<file path="src/rtl/widrow_hoff.sv">
// Single-weight LMS (Widrow-Hoff) synapse: loads a 4-bit target serially, then
// applies a saturated weight correction in one CALC cycle.
//   IDLE | wait for start, capture first target bit and pixel
//   LOAD | shift remaining target bits, abort if start drops
//   CALC | form error, register dw and update weight
module widrow_hoff (
  input  logic       clk,
  input  logic       rst,
  input  logic       pixel,
  input  logic       sel,
  input  logic       y,
  input  logic       start,
  output logic [3:0] dw
);

  typedef enum logic [1:0] {IDLE, LOAD, CALC} state_t;

  state_t      state, state_n;
  logic [3:0]  w;
  logic [3:0]  d;
  logic        xs;
  logic [1:0]  cnt;

  logic [4:0]  o5, e5, es5, sum5;
  logic [3:0]  dw_n, w_n;

  // Clamp a 5-bit two's-complement value into the 4-bit range -8..+7.
  function automatic logic [3:0] sat4(input logic [4:0] v);
    if (v[4] != v[3]) return v[4] ? 4'b1000 : 4'b0111;
    else              return v[3:0];
  endfunction

  always_comb begin
    o5   = xs ? {w[3], w} : 5'd0;
    e5   = {d[3], d} - o5;
    es5  = sel ? {e5[4], e5[4:1]} : e5;
    dw_n = xs ? sat4(es5) : 4'd0;
    sum5 = {w[3], w} + {dw_n[3], dw_n};
    w_n  = sat4(sum5);
  end

  always_ff @(posedge clk or negedge rst) begin
    if (!rst) state <= IDLE;
    else      state <= state_n;
  end

  always_comb begin
    state_n = state;
    case (state)
      IDLE: if (start) state_n = LOAD;
      LOAD: begin
        if (!start)          state_n = IDLE;
        else if (cnt == 2'd3) state_n = CALC;
      end
      CALC:    state_n = IDLE;
      default: state_n = IDLE;
    endcase
  end

  always_ff @(posedge clk or negedge rst) begin
    if (!rst) begin
      w   <= 4'd0;
      d   <= 4'd0;
      xs  <= 1'b0;
      cnt <= 2'd0;
      dw  <= 4'd0;
    end else begin
      case (state)
        IDLE: if (start) begin
          d   <= {d[2:0], y};
          xs  <= pixel;
          cnt <= 2'd1;
        end
        LOAD: if (start) begin
          d   <= {d[2:0], y};
          cnt <= cnt + 2'd1;
        end
        CALC: begin
          dw <= dw_n;
          w  <= w_n;
        end
        default: ;
      endcase
    end
  end

endmodule

</file>
<file path="config.mk">
export PLATFORM = sky130hd
export DESIGN_NAME = widrow_hoff
export DESIGN_NICKNAME = d
export VERILOG_FILES = /design/src/rtl/widrow_hoff.sv
export SDC_FILE = /design/constraint.sdc
export NUM_CORES = 1
export LEC_CHECK = 0
export BUFFER_PORTS_ARGS = -buffer_cell sky130_fd_sc_hd__buf_2
export CORE_MARGIN = 2
export CORE_UTILIZATION = 40
export DETAILED_ROUTE_END_ITERATION = 10
export GPL_ROUTABILITY_DRIVEN = 0
export SYNTH_ARGS = -nofsm -noshare
export SYNTH_HDL_FRONTEND = slang
export SYNTH_SLANG_ARGS = --single-unit
</file>
<file path="constraint.sdc">
create_clock -name clk -period 5.35 [get_ports clk]
set_input_delay 0 -clock clk [delete_from_list [all_inputs] [get_ports clk]]
set_output_delay 0 -clock clk [all_outputs]
set_load 0.03 [all_outputs]
</file>
Yosys cells after proc, flatten, opt, wreduce, memory -nomap -nowiden
Index checks and enable logic that the tools add are counted.

word-level totals
  register bits after elaboration = 17
  memories = 0
  ROM bits = 0
  logic and storage cells = 37
  latch bits = 0
  RAM bits = 0

cells by class
  div/mod/pow operators = 0
  shifts and indexed selects = 0
  bitwise operators = 0
  multipliers = 0
  $lt $le $gt $ge = 0
  mux-type cells = 13
  reductions and logical operators = 7
  equality and inequality tests = 8
  add/sub/neg operators = 3

operators with widths
  cell                                                                    count
  4-bit two-way mux                                                       6
  2-bit two-way mux                                                       4
  2-bit one-hot mux with 2 select lines                                   2
  2-bit AND reduction                                                     3
  4-bit by 4-bit adder with 5-bit output                                  1
  5-bit two-way mux                                                       1
  5-bit subtractor                                                        1
  2-bit equality test (second input constant)                             2
  2-bit inequality test (second input constant)                           2
  3-bit inequality test (second input constant)                           1
  3-bit AND reduction                                                     1
  2-bit by 1-bit adder with 2-bit output (second input constant)          1
  2-bit by 1-bit equality test with 1-bit output (second input constant)  1
  2-bit logical NOT                                                       1
  1-bit inequality test                                                   2
  2-bit nonzero test                                                      1
  2-bit OR reduction                                                      1

Depth between registers and ports, before layout
Gate-level depths: netlist (run 1).

  word-level depth = 9
  mapped depth = 17
  gate-level depth less buffers = 15

Least setup slack after synthesis (run 1)
OpenSTA, ideal clock, no wires.

  kind = reg2reg
  from = register xs
  to = register w[0]
  path buffers = 2
  path slack = 1659 ps
  setup time = 131 ps
  data arrival time = 3560 ps
  clock period less this slack = 3691 ps
  stages on the path, launching flop included = 17
  path through = dfrtp_1 > clkbuf_1 > and2_1 > ha_1 > fa_1 > and3b_1 > buf_6 > or3_1 > mux2i_2 > o21ai_0 > a21boi_1 > ha_1 > fa_1 > or4_1 > a31o_2 > nand2_1 > a31oi_1

on the way
  cells in the longest elaborated chain, start to end = 9
  elaborated cells between the ends (all ways) = 11
  classes of those cells = add/sub: 2; eq/ne: 2; mux: 7

RTL lines
  item                                                               RTL line  RTL
  from (decl)                                                        21        logic xs;
  from (signal assigned)                                             71        xs <= pixel;
  5-bit two-way mux                                                  34        o5 = xs ? {w[3], w} : 5'd0;
  5-bit subtractor                                                   35        e5 = {d[3], d} - o5;
  4-bit two-way mux                                                  36        es5 = sel ? {e5[4], e5[4:1]} : e5;
  1-bit inequality test                                              29        if (v[4] != v[3]) return v[4] ? 4'b1000 : 4'b0111;
  4-bit two-way mux                                                  29
  4-bit two-way mux *                                                37        dw_n = xs ? sat4(es5) : 4'd0;
  net dw_n[0]                                                        25        logic [3:0] dw_n, w_n;
  4-bit by 4-bit adder with 5-bit output *                           38        sum5 = {w[3], w} + {dw_n[3], dw_n};
  4-bit two-way mux / 1-bit inequality test (equally long branches)  29
  4-bit two-way mux *                                                29
  to (signal assigned)                                               80        w <= w_n;
  to (decl)                                                          19        logic [3:0] w;

The timed path passes the listed nets; every way through them passes the cells marked *.
A chain may end at the register's enable or synchronous reset.

Worst setup path after layout (run 1)
Same ends and word-level chain as after synthesis.

==> metrics, run 1 <==
CP Data Required Time 5500 ps; sequential area share after synthesis 33.17%; RSZ-0062 raised after global routing false; Fin Hold WS 96.92 ps; Max Root-Sink Buffers 2; uppermost routed layer met3; mux cell area share after synthesis 7.024%; worst setup margin 1349 ps; status complete, no violations; DRT iter0 DRCs 31; gr usage total 14.90%; Worst Reg2Reg Path Length in Cells 14; vias in the first global route 930; main combinational cell family by area after synthesis simple AND/OR/NAND/NOR gates; relative slew slack 61.85%; drt wl/cell 12.77 um; Synth Area in XOR/XNOR 2.049%; Final ANT Viol Nets 0; Worst Setup Start Kind register; critical path capture point type register; final setup TNS 0 ps; CP Class reg2reg; FMAX 249.9 MHz; met1 WL 1.181 mm; r2r endpoint w[0]$_DFFE_PN0N_; HP Class in2reg; hold buffer count at CTS 3; post-CTS setup buffer count 0; final setup fails 0; Clk pin slew, worst setup/hold paths 100 ps; Post-Place Worst Slack 1390 ps; #FFs+latches synth 17; Num CTS Buffers 3; FFs w/ async S/R, synth 100.0%; Post-Synth Adder-Cell Area 12.88%; compound-gate portion of the synthesized area 18.63%; arrival time of the worst setup path 4150 ps; IO Port Bufs 9; crit path launch xs$_DFFE_PN0P_; P&R area growth vs syn 9.464%; ratio of cells with drive above 1 in the final layout 17.45%; Synth Area per Inst 9.096 um2; CP endpoint w[0]$_DFFE_PN0N_; Power Dens Cells 672.9 nW/um2; Core Area 3053 um2; Post-Syn Nets 159; Tcrit/Tclk final 74.79%; Vias 1007; Post-Synthesis Cells 141; area of the multi-input gates 799.5 um2; clock latency on the worst-skew pair 290 ps; max-slew violations 0; Met3 Wirelength 114 um; Rows 20; ys flop type dfrtp_1; FF-to-FF Start xs$_DFFE_PN0P_; post-synthesis simple-gate area fraction 21.76%; Netlist cell types 43; first-pass GRT wire length 4.140 mm; Tmin final 4001 ps; pin count of the biggest net entering global routing 18; commonest non-fill, non-tap cell in the layout nand2_1; initial antenna violation count 0; Routed WL 2.465 mm; commonest cells after routing, fill and taps aside 20 x nand2_1, 17 x dfrtp_1, 10 x ha_1; Fin. Hold Viols 0; Clock Tree Root clkbuf_4; Pre-antenna DRT Iters 4; placed inst area 1344 um2; routed wl met2 1.169 mm; synth warn 0; Post-route DRC 0; Crit Path Max Fanout 12; FF+latch area 425.4 um2; Post-synth EDFFs 0; Horiz. Die Dim 60.63 um; Tightest Pin Transition 571.1 ps; max cap viols 0; Die Area 3675 um2; H-tree Lvls 1; n_diodes 0; Initial Util 42.01%; Fill cells 315; final instance area 1404 um2; CTS tree built; DPL Wire Length 1.921 mm; Mapped Area 1282 um2; grt total ovfl 0; R2R Setup Slk 1350 ps; I/O Pins 10; Tot Pwr 0.9447 mW; Nets 168; VDD IR max 0.0002104 V; Worst Clk Skew 1.715 ps; total clock sinks 17; post-CTS resize count 0; static leakage 0.6400 nW; Die Ht 60.63 um; drt via density 5.218
==> layer usage <==
layer / up-vias / GRT usage (%)
li1: 517 / -
met1: 471 / 20.00
met2: 19 / 24.73
met3: 0 / 4.264
met4: 0 / 1.863
met5: - / 0
==> worst max-delay path, stage by stage, from the launching register on <==
cell and delay, ps:
dfrtp_1 500, and2_1 190, ha_1 250, fa_1 410, and3b_1 380, or3_1 160, mux2i_2 90, o21ai_0 170
a21boi_1 100, ha_1 230, fa_1 450, or4_1 520, a31o_2 250, nand2_1 70, a31oi_1 90
==> layout make-up <==
cell class                      count  area share [%]
Inverter                            5           1.337
Clock buffer                        3           1.604
Sequential cell                    17           30.30
Clock inverter                      1          0.5348
Tap cell                           44           3.922
Multi-Input combinational cell    111           56.95
Timing Repair Buffer               12           5.348
==> Yosys cell counts, types with 2 or more instances <==
cell type	number	area share (%)
inv_1	5	1.5
mux2_2	5	4.4
and2_1	5	2.4
dfrtp_1	17	33
or4_1	4	2.3
o21ai_0	8	3.1
a21boi_1	2	1.2
nor2_1	9	2.6
nand2b_1	4	2.0
a31oi_1	5	2.4
mux2i_1	2	1.6
a21oi_1	6	2.3
xor2_1	3	2.0
clkbuf_1	6	1.8
nor2b_1	2	0.98
fa_1	2	3.1
ha_1	10	9.8
nor3_1	2	0.78
nand2_1	20	5.9
==> how the worst min path moves through the flow <==
stage	slack [ps]	to	start	depth (start not counted)
after CTS	90	dw[0]$_DFFE_PN0N_	sel	3
after detailed placement	-60	w[1]$_DFFE_PN0N_	rst	1
final	100	dw[0]$_DFFE_PN0N_	sel	3
after global placement	-60	w[0]$_DFFE_PN0N_	rst	1
after floorplan	-300	cnt[0]$_DFFE_PN0P_	rst	0
after global routing	120	dw[0]$_DFFE_PN0N_	sel	3
==> flip-flops by register name, indices dropped and copies added (netlist names) <==
signal / count
dw: 4
state: 2
xs: 1
cnt: 2
w: 4
d: 4
==> stage by stage <==
step,util (%),cells
6_report,45.98,193
5_1_grt,45.98,193
4_1_cts,45.98,193
3_5_place_dp,44.02,186
3_3_place_gp,44.02,186
2_1_floorplan,-,141
==> cells by family after synthesis <==
logic type,Yosys count
buffers and inverters,13
flip-flops,17
adder cells (fa/ha/maj),12
AND/OR/NAND/NOR,54
AO/OA/AOI/OAI,34
XOR/XNOR,3
multiplexers,8
==> power by group <==
group          internal [mW]  switching, mW
Combinational          0.278          0.385
Sequential             0.172         0.0392
Clock                 0.0284         0.0425
(Power assumes the default switching activity.)
==> run 2, diff against run 1 <==
clock period = 3.65 ns   (was 5.35 ns; I/O delays follow)
==> run 2 against run 1 <==
  * Register-to-register slack worse by 1200 ps
  * Combinational power up 92%
  * Wire length up 8.0%
  * Critical endpoint is now w[1]$_DFFE_PN0N_
==> metrics, run 2 (synthesized netlist as in run 1, its figures left out) <==
commonest non-fill, non-tap cell in the layout nand2_1; ratio of cells with drive above 1 in the final layout 32.92% (+15 points); Rows 20 (unchanged); vias in the first global route 1041 (+12%); H-tree Lvls 1 (unchanged); crit-path cells and2_4 -> ha_4 -> fa_2 -> and3b_2 -> a211oi_2 -> xor2_1 -> a221o_1 -> and2_4 -> ha_4 -> inv_1 -> or4_4 -> a31o_4 -> nand2_1 -> a31oi_1; Tot Pwr 1.678 mW (+78%); Post-route DRC 0 (unchanged); Core Area 3053 um2 (unchanged); Levels on crit path 14 (unchanged); Max Root-Sink Buffers 2 (unchanged); final setup fails 0 (unchanged); Num CTS Buffers 3 (unchanged); Clock Tree Root clkbuf_4; critical path capture point type register; n_diodes 0 (unchanged); clock latency on the worst-skew pair 310 ps (+20 ps); Routed WL 2.663 mm (+8.0%); max-slew violations 0 (unchanged); Vias 1063 (+5.6%); CP bufs+invs 1 (+1); HP Class in2reg; DRT iter0 DRCs 62 (+100%); relative slew slack 62.80% (+0.95 points); Tcrit/Tclk final 96.00% (+21 points); Worst path slowest cell or4_4; Final ANT Viol Nets 0 (unchanged); commonest cells after routing, fill and taps aside 19 x nand2_1, 17 x dfrtp_1, 12 x buf_4; CP Data Required Time 3820 ps (-1680 ps); grt total ovfl 0 (unchanged); initial antenna violation count 0 (unchanged); crit path launch w[0]$_DFFE_PN0N_; VDD IR max 0.0003047 V (+45%); CP endpoint w[1]$_DFFE_PN0N_; FMAX 285.4 MHz (+14%); first-pass GRT wire length 4.450 mm (+7.5%); drt via density 5.185 (-0.62%); Fin Hold WS 87.42 ps (-9.502 ps); drt wl/cell 12.99 um (+1.7%); slowest stage delay, CP 510 ps (about the same); CTS tree built; FF-to-FF Start w[0]$_DFFE_PN0N_; Nets 180 (+7.1%); Tmin final 3504 ps (-497.3 ps); total clock sinks 17 (unchanged); Die Ht 60.63 um (unchanged); Fin. Hold Viols 0 (unchanged); Horiz. Die Dim 60.63 um (unchanged); Worst Setup Start Kind register; P&R area growth vs syn 23.90%; Clk pin slew, worst setup/hold paths 110 ps (about the same); Tightest Pin Transition 556.8 ps (-14.29 ps); static leakage 0.7105 nW (+11%); Regs by FF count d x4, dw x4, w x4; gr usage total 16.58% (+1.7 points); IO Port Bufs 9 (unchanged); RSZ-0062 raised after global routing true; Crit Path Max Fanout 6 (-6); Power Dens Cells 1056 nW/um2 (+57%); CP top delay family simple AND/OR/NAND/NOR gates; pin count of the biggest net entering global routing 18 (unchanged); R2R Setup Slk 150 ps (-1200 ps); status complete, no violations; Worst Clk Skew 5.759 ps (+4.045 ps); Pre-antenna DRT Iters 4 (unchanged); CP Class reg2reg; Worst Reg2Reg Path Length in Cells 14 (unchanged); Initial Util 42.01% (unchanged); r2r endpoint w[1]$_DFFE_PN0N_; arrival time of the worst setup path 3670 ps (-480 ps); Die Area 3675 um2 (unchanged); Cells on Worst Hold Path 3 (unchanged); max cap viols 0 (unchanged); final setup TNS 0 ps (unchanged); DPL Wire Length 2.030 mm (+5.7%); fin util 52.05% (+6.1 points); I/O Pins 10 (unchanged)
## run 2: cell count changes in the layout (fill, tap and decap cells not counted), sizes merged
cell  previous run  this run
buf              9        21
## run 2: area by class of cell
class / instances / area [um2]
clock buffers: 3 / 22.52
clock inverters: 1 / 7.507
fillers: 292 / 1464
inverters: 5 / 18.77
multi-input cells: 111 / 894.6
flip-flops and latches: 17 / 425.4
well taps: 44 / 55.05
repair buffers: 24 / 165.2
## run 2: how the worst min path moves through the flow
stage / start / to
3_5_place_dp: rst / dw[0]$_DFFE_PN0N_
4_1_cts: sel / dw[0]$_DFFE_PN0N_
5_1_grt: sel / dw[0]$_DFFE_PN0N_
3_3_place_gp: rst / dw[0]$_DFFE_PN0N_
6_report: sel / dw[0]$_DFFE_PN0N_
2_1_floorplan: rst / cnt[0]$_DFFE_PN0P_
## run 2: worst register-to-register path: stages, from the launching register on
cell      delay [ps]
dfrtp_1          390
and2_4           170
ha_4             160
fa_2             330
and3b_2          340
a211oi_2          70
xor2_1           160
a221o_1          360
and2_4           170
ha_4             270
inv_1             60
or4_4            510
a31o_4           230
nand2_1           60
a31oi_1           80
## run 2: metal layers
layer  global-route usage (%)  part of all wire, %
met5                        0                    0
met4                    6.522                  1.4
met3                    3.198                  2.8
met2                    29.65                   49
met1                    19.47                   47
## run 2: stage by stage
step | setup WS [ps] | instances | cell area (um2)
final | 145.9 | 205 | 1589
after global routing | -15.65 | 205 | 1589
after CTS | 16.66 | 203 | 1495
after detailed placement | -22.91 | 196 | 1434
after global placement | 49.76 | 196 | 1434
after floorplan | 43.54 | 141 | 1299
## run 2: where the power goes
group	switching (mW)	total (mW)	internal, mW
logic	0.672	1.27	0.600
clock network	0.0680	0.110	0.0418
registers	0.0447	0.296	0.252
total	0.784	1.68	0.893
## run 2: timing repair
item                                    in CTS  in global routing
gates resized for setup                      1                 17
buffers inserted                             0                  2
endpoints found under the setup margin       2                  3
pin swaps                                    0                  9
endpoints found under the hold margin       19                  0
cloned                                       0                  0
hold buffers                                 3                  0
==> run 3, diff against run 2 <==
--- a/config.mk
+++ b/config.mk
@@ -6,4 +6,5 @@
 export NUM_CORES = 1
 export LEC_CHECK = 0
+export ABC_AREA = 1
 export BUFFER_PORTS_ARGS = -buffer_cell sky130_fd_sc_hd__buf_2
 export CORE_MARGIN = 2
@@ -11,4 +12,5 @@
 export DETAILED_ROUTE_END_ITERATION = 10
 export GPL_ROUTABILITY_DRIVEN = 0
+export SKIP_CTS_REPAIR_TIMING = 1
 export SYNTH_ARGS = -nofsm -noshare
 export SYNTH_HDL_FRONTEND = slang
==> constraint.sdc (replaced) <==
create_clock -name clk -period 3.65 [get_ports clk]
set_input_delay 0 -clock clk [delete_from_list [all_inputs] [get_ports clk]]
set_output_delay 0 -clock clk [all_outputs]
set_load 0.05 [all_outputs]
==> run 3 against run 2 <==
  * Combinational power decreased by 28%
  * Synthesized cell count is 7.8% higher
  * Area after synthesis decreased by 8.4%
  * Critical path type unchanged
  * Largest power group unchanged
==> metrics, run 3 <==
Post-Synthesis Cells 152 (+7.8%); post-synth top area cell dfrtp_1; initial antenna violation count 0 (unchanged); internal power 0.6443 mW (-28%); arrival time of the worst setup path 3550 ps (-120 ps); Fin. Hold Viols 0 (unchanged); CP Data Required Time 3880 ps (+60 ps); Num CTS Buffers 3 (unchanged); Crit Path Max Fanout 10 (+4); vias in the first global route 962 (-7.6%); static leakage 0.7153 nW (+0.66%); Die Area 3387 um2 (-7.9%); final setup TNS 0 ps (unchanged); Final ANT Viol Nets 0 (unchanged); P_sw 0.6907 mW (-12%); Post-synth EDFFs 0 (unchanged); status complete, no violations; pin count of the biggest net entering global routing 18 (unchanged); Synth Area per Inst 7.729 um2 (-15%); clock share of power 7.3% (+0.8 points); DPL Wire Length 1.850 mm (-8.9%); critical path capture point type register; CP Class reg2reg; Fin Hold WS 140.9 ps (+53.43 ps); Post-route DRC 0 (unchanged); ratio of cells with drive above 1 in the final layout 15.66% (-17 points); Vias 969 (-8.8%); Tightest Pin Transition 365.5 ps (-191.3 ps); first-pass GRT wire length 4.146 mm (-6.8%); switching share of power 51.74% (+5.0 points); synth warn 0 (unchanged); commonest non-fill, non-tap cell in the layout nand2_1; Tmin final 3327 ps (-176.7 ps); placed insts 190 (-3.1%); Non-Filler Instances 197 (-3.9%); H-tree Lvls 1 (unchanged); max-slew violations 0 (unchanged); HP Class in2reg; Netlist cell types 25 (-42%); RSZ-0062 raised after global routing false; Worst Clk Skew 4.108 ps (-1.651 ps); drt wl/cell 11.40 um (-12%); Power Dens Cells 1020 nW/um2 (-3.4%); top cell type's share of synthesized area 36.21% (+3.0 points); Nets 185 (+2.8%); Mapped Area 1175 um2 (-8.4%); relative slew slack 75.63% (+13 points); I/O Pins 10 (unchanged); Initial Util 42.24% (+0.23 points); Synth area leaders dfrtp_1 36%, nand2_1 19%, ha_1 11%; Clock Tree Root clkbuf_4; Gate power share 68.8% (-7.0 points); n_diodes 0 (unchanged); Worst Setup Start Kind register; IO Port Bufs 9 (unchanged); sequential share of power 23.8% (+6.1 points); Max Root-Sink Buffers 2 (unchanged); Pre-antenna DRT Iters 4 (unchanged); Horiz. Die Dim 58.20 um (-4.0%); ys flop type dfrtp_1; Regs by FF count d x4, dw x4, w x4; P&R area growth vs syn 11.40%; FMAX 300.5 MHz (+5.3%); grt total ovfl 0 (unchanged); Core Area 2781 um2 (-8.9%); total clock sinks 17 (unchanged); VDD IR max 0.0007748 V (+150%); #FFs+latches synth 17 (unchanged); Clk pin slew, worst setup/hold paths 100 ps (about the same); sequential area share after synthesis 36.21% (+3.0 points); area of the multi-input gates 684.4 um2 (-23%); Die Ht 58.20 um (-4.0%); DRT iter0 DRCs 15 (-76%); gr usage total 15.93% (-0.65 points); Rows 19 (-5.0%); top cells by count, synth 60 x nand2_1, 17 x dfrtp_1, 13 x inv_1, 11 x nand3_1, 10 x ha_1; FFs w/ async S/R, synth 100.0% (unchanged); drt via density 4.919 (-5.1%); cell with the most instances after synthesis nand2_1; Fill cells 277 (-5.1%); FF+latch area 426.7 um2 (+0.29%); Post-Syn Nets 170 (+6.9%); commonest cells after routing, fill and taps aside 60 x nand2_1, 16 x dfrtp_1, 13 x inv_1; Routed WL 2.245 mm (-16%); CTS tree built; Tcrit/Tclk final 91.16% (-4.8 points); Tot Pwr 1.335 mW (-20%); final setup fails 0 (unchanged); clock latency on the worst-skew pair 280 ps (-30 ps); max cap viols 0 (unchanged)
run 3: final timing paths:
path,from,endpoint,slack (ps),depth (start not counted)
max,xs$_DFFE_PN0P_,w[1]$_DFFE_PN0N_,320,22
min,start,state[1]$_DFFE_PN0P_,140,3
max reg2reg,xs$_DFFE_PN0P_,w[1]$_DFFE_PN0N_,320,22
min reg2reg,dw[2]$_DFFE_PN0N_,dw[2]$_DFFE_PN0N_,490,2
max in group asynchronous,rst,xs$_DFFE_PN0P_,3210,2
min in group asynchronous,rst,d[3]$_DFFE_PN0P_,150,2
run 3: routing by layer:
metal | share of wire (%) | global-route usage (%) | vias up | wire length [um]
li1 | - | - | 513 | -
met1 | 48 | 21.53 | 428 | 1074
met2 | 46 | 25.16 | 22 | 1022
met3 | 3.5 | 1.339 | 6 | 78
met4 | 3.1 | 8.970 | 0 | 70
met5 | 0 | 0 | - | 0
run 3: metrics by stage:
stage	setup slack (ps)	area [um2]	util (%)
6_report	322.6	1309	47.05
3_3_place_gp	443.9	1250	44.94
5_1_grt	11.11	1309	47.05
2_1_floorplan	533.4	1175	-
3_5_place_dp	319.1	1250	44.94
4_1_cts	299.9	1277	45.93
run 3: logic make-up after synthesis:
family	count (synthesis)	synth area share, %
simple gates	88	33.65
buf+inv	17	5.537
flops	17	36.21
compound gates	14	7.349
fa+ha+maj	12	14.06
xor+xnor	3	2.237
mux	1	0.9584
run 3: area by class of cell:
type                            count  area share (%)
Inverter                           15           4.302
Clock buffer                        3           1.721
Sequential cell                    17           32.60
Multi-Input combinational cell    118           52.29
Clock inverter                      1          0.3824
Timing Repair Buffer               12           5.736
Tap cell                           31           2.964
run 3: worst max-delay path, cell delays in order (launching register included):
cell and delay, ps:
dfrtp_2 480, nand2_1 80, inv_1 40, ha_1 210, fa_1 440, inv_1 80
nand3_1 60, nand3_1 100, nand2_1 70, nand2_1 70, nand3_2 100, nand2_2 110
a21oi_1 50, ha_1 210, fa_1 410, nand3_1 100, nand2_2 80, or2_4 270
nand2_2 60, nand2_2 50, nand2_1 60, nand2_1 40, nand2_1 60
run 3: power groups by stage:
stage | registers [mW] | clock network [mW] | logic (mW)
finish | 0.318 | 0.0980 | 0.919
global route | 0.329 | 0.112 | 1.06
CTS | 0.318 | 0.101 | 0.920
detailed placement | 0.320 | 0 | 0.915
global placement | 0.317 | 0 | 0.904
floorplan | 0.378 | 0 | 0.686
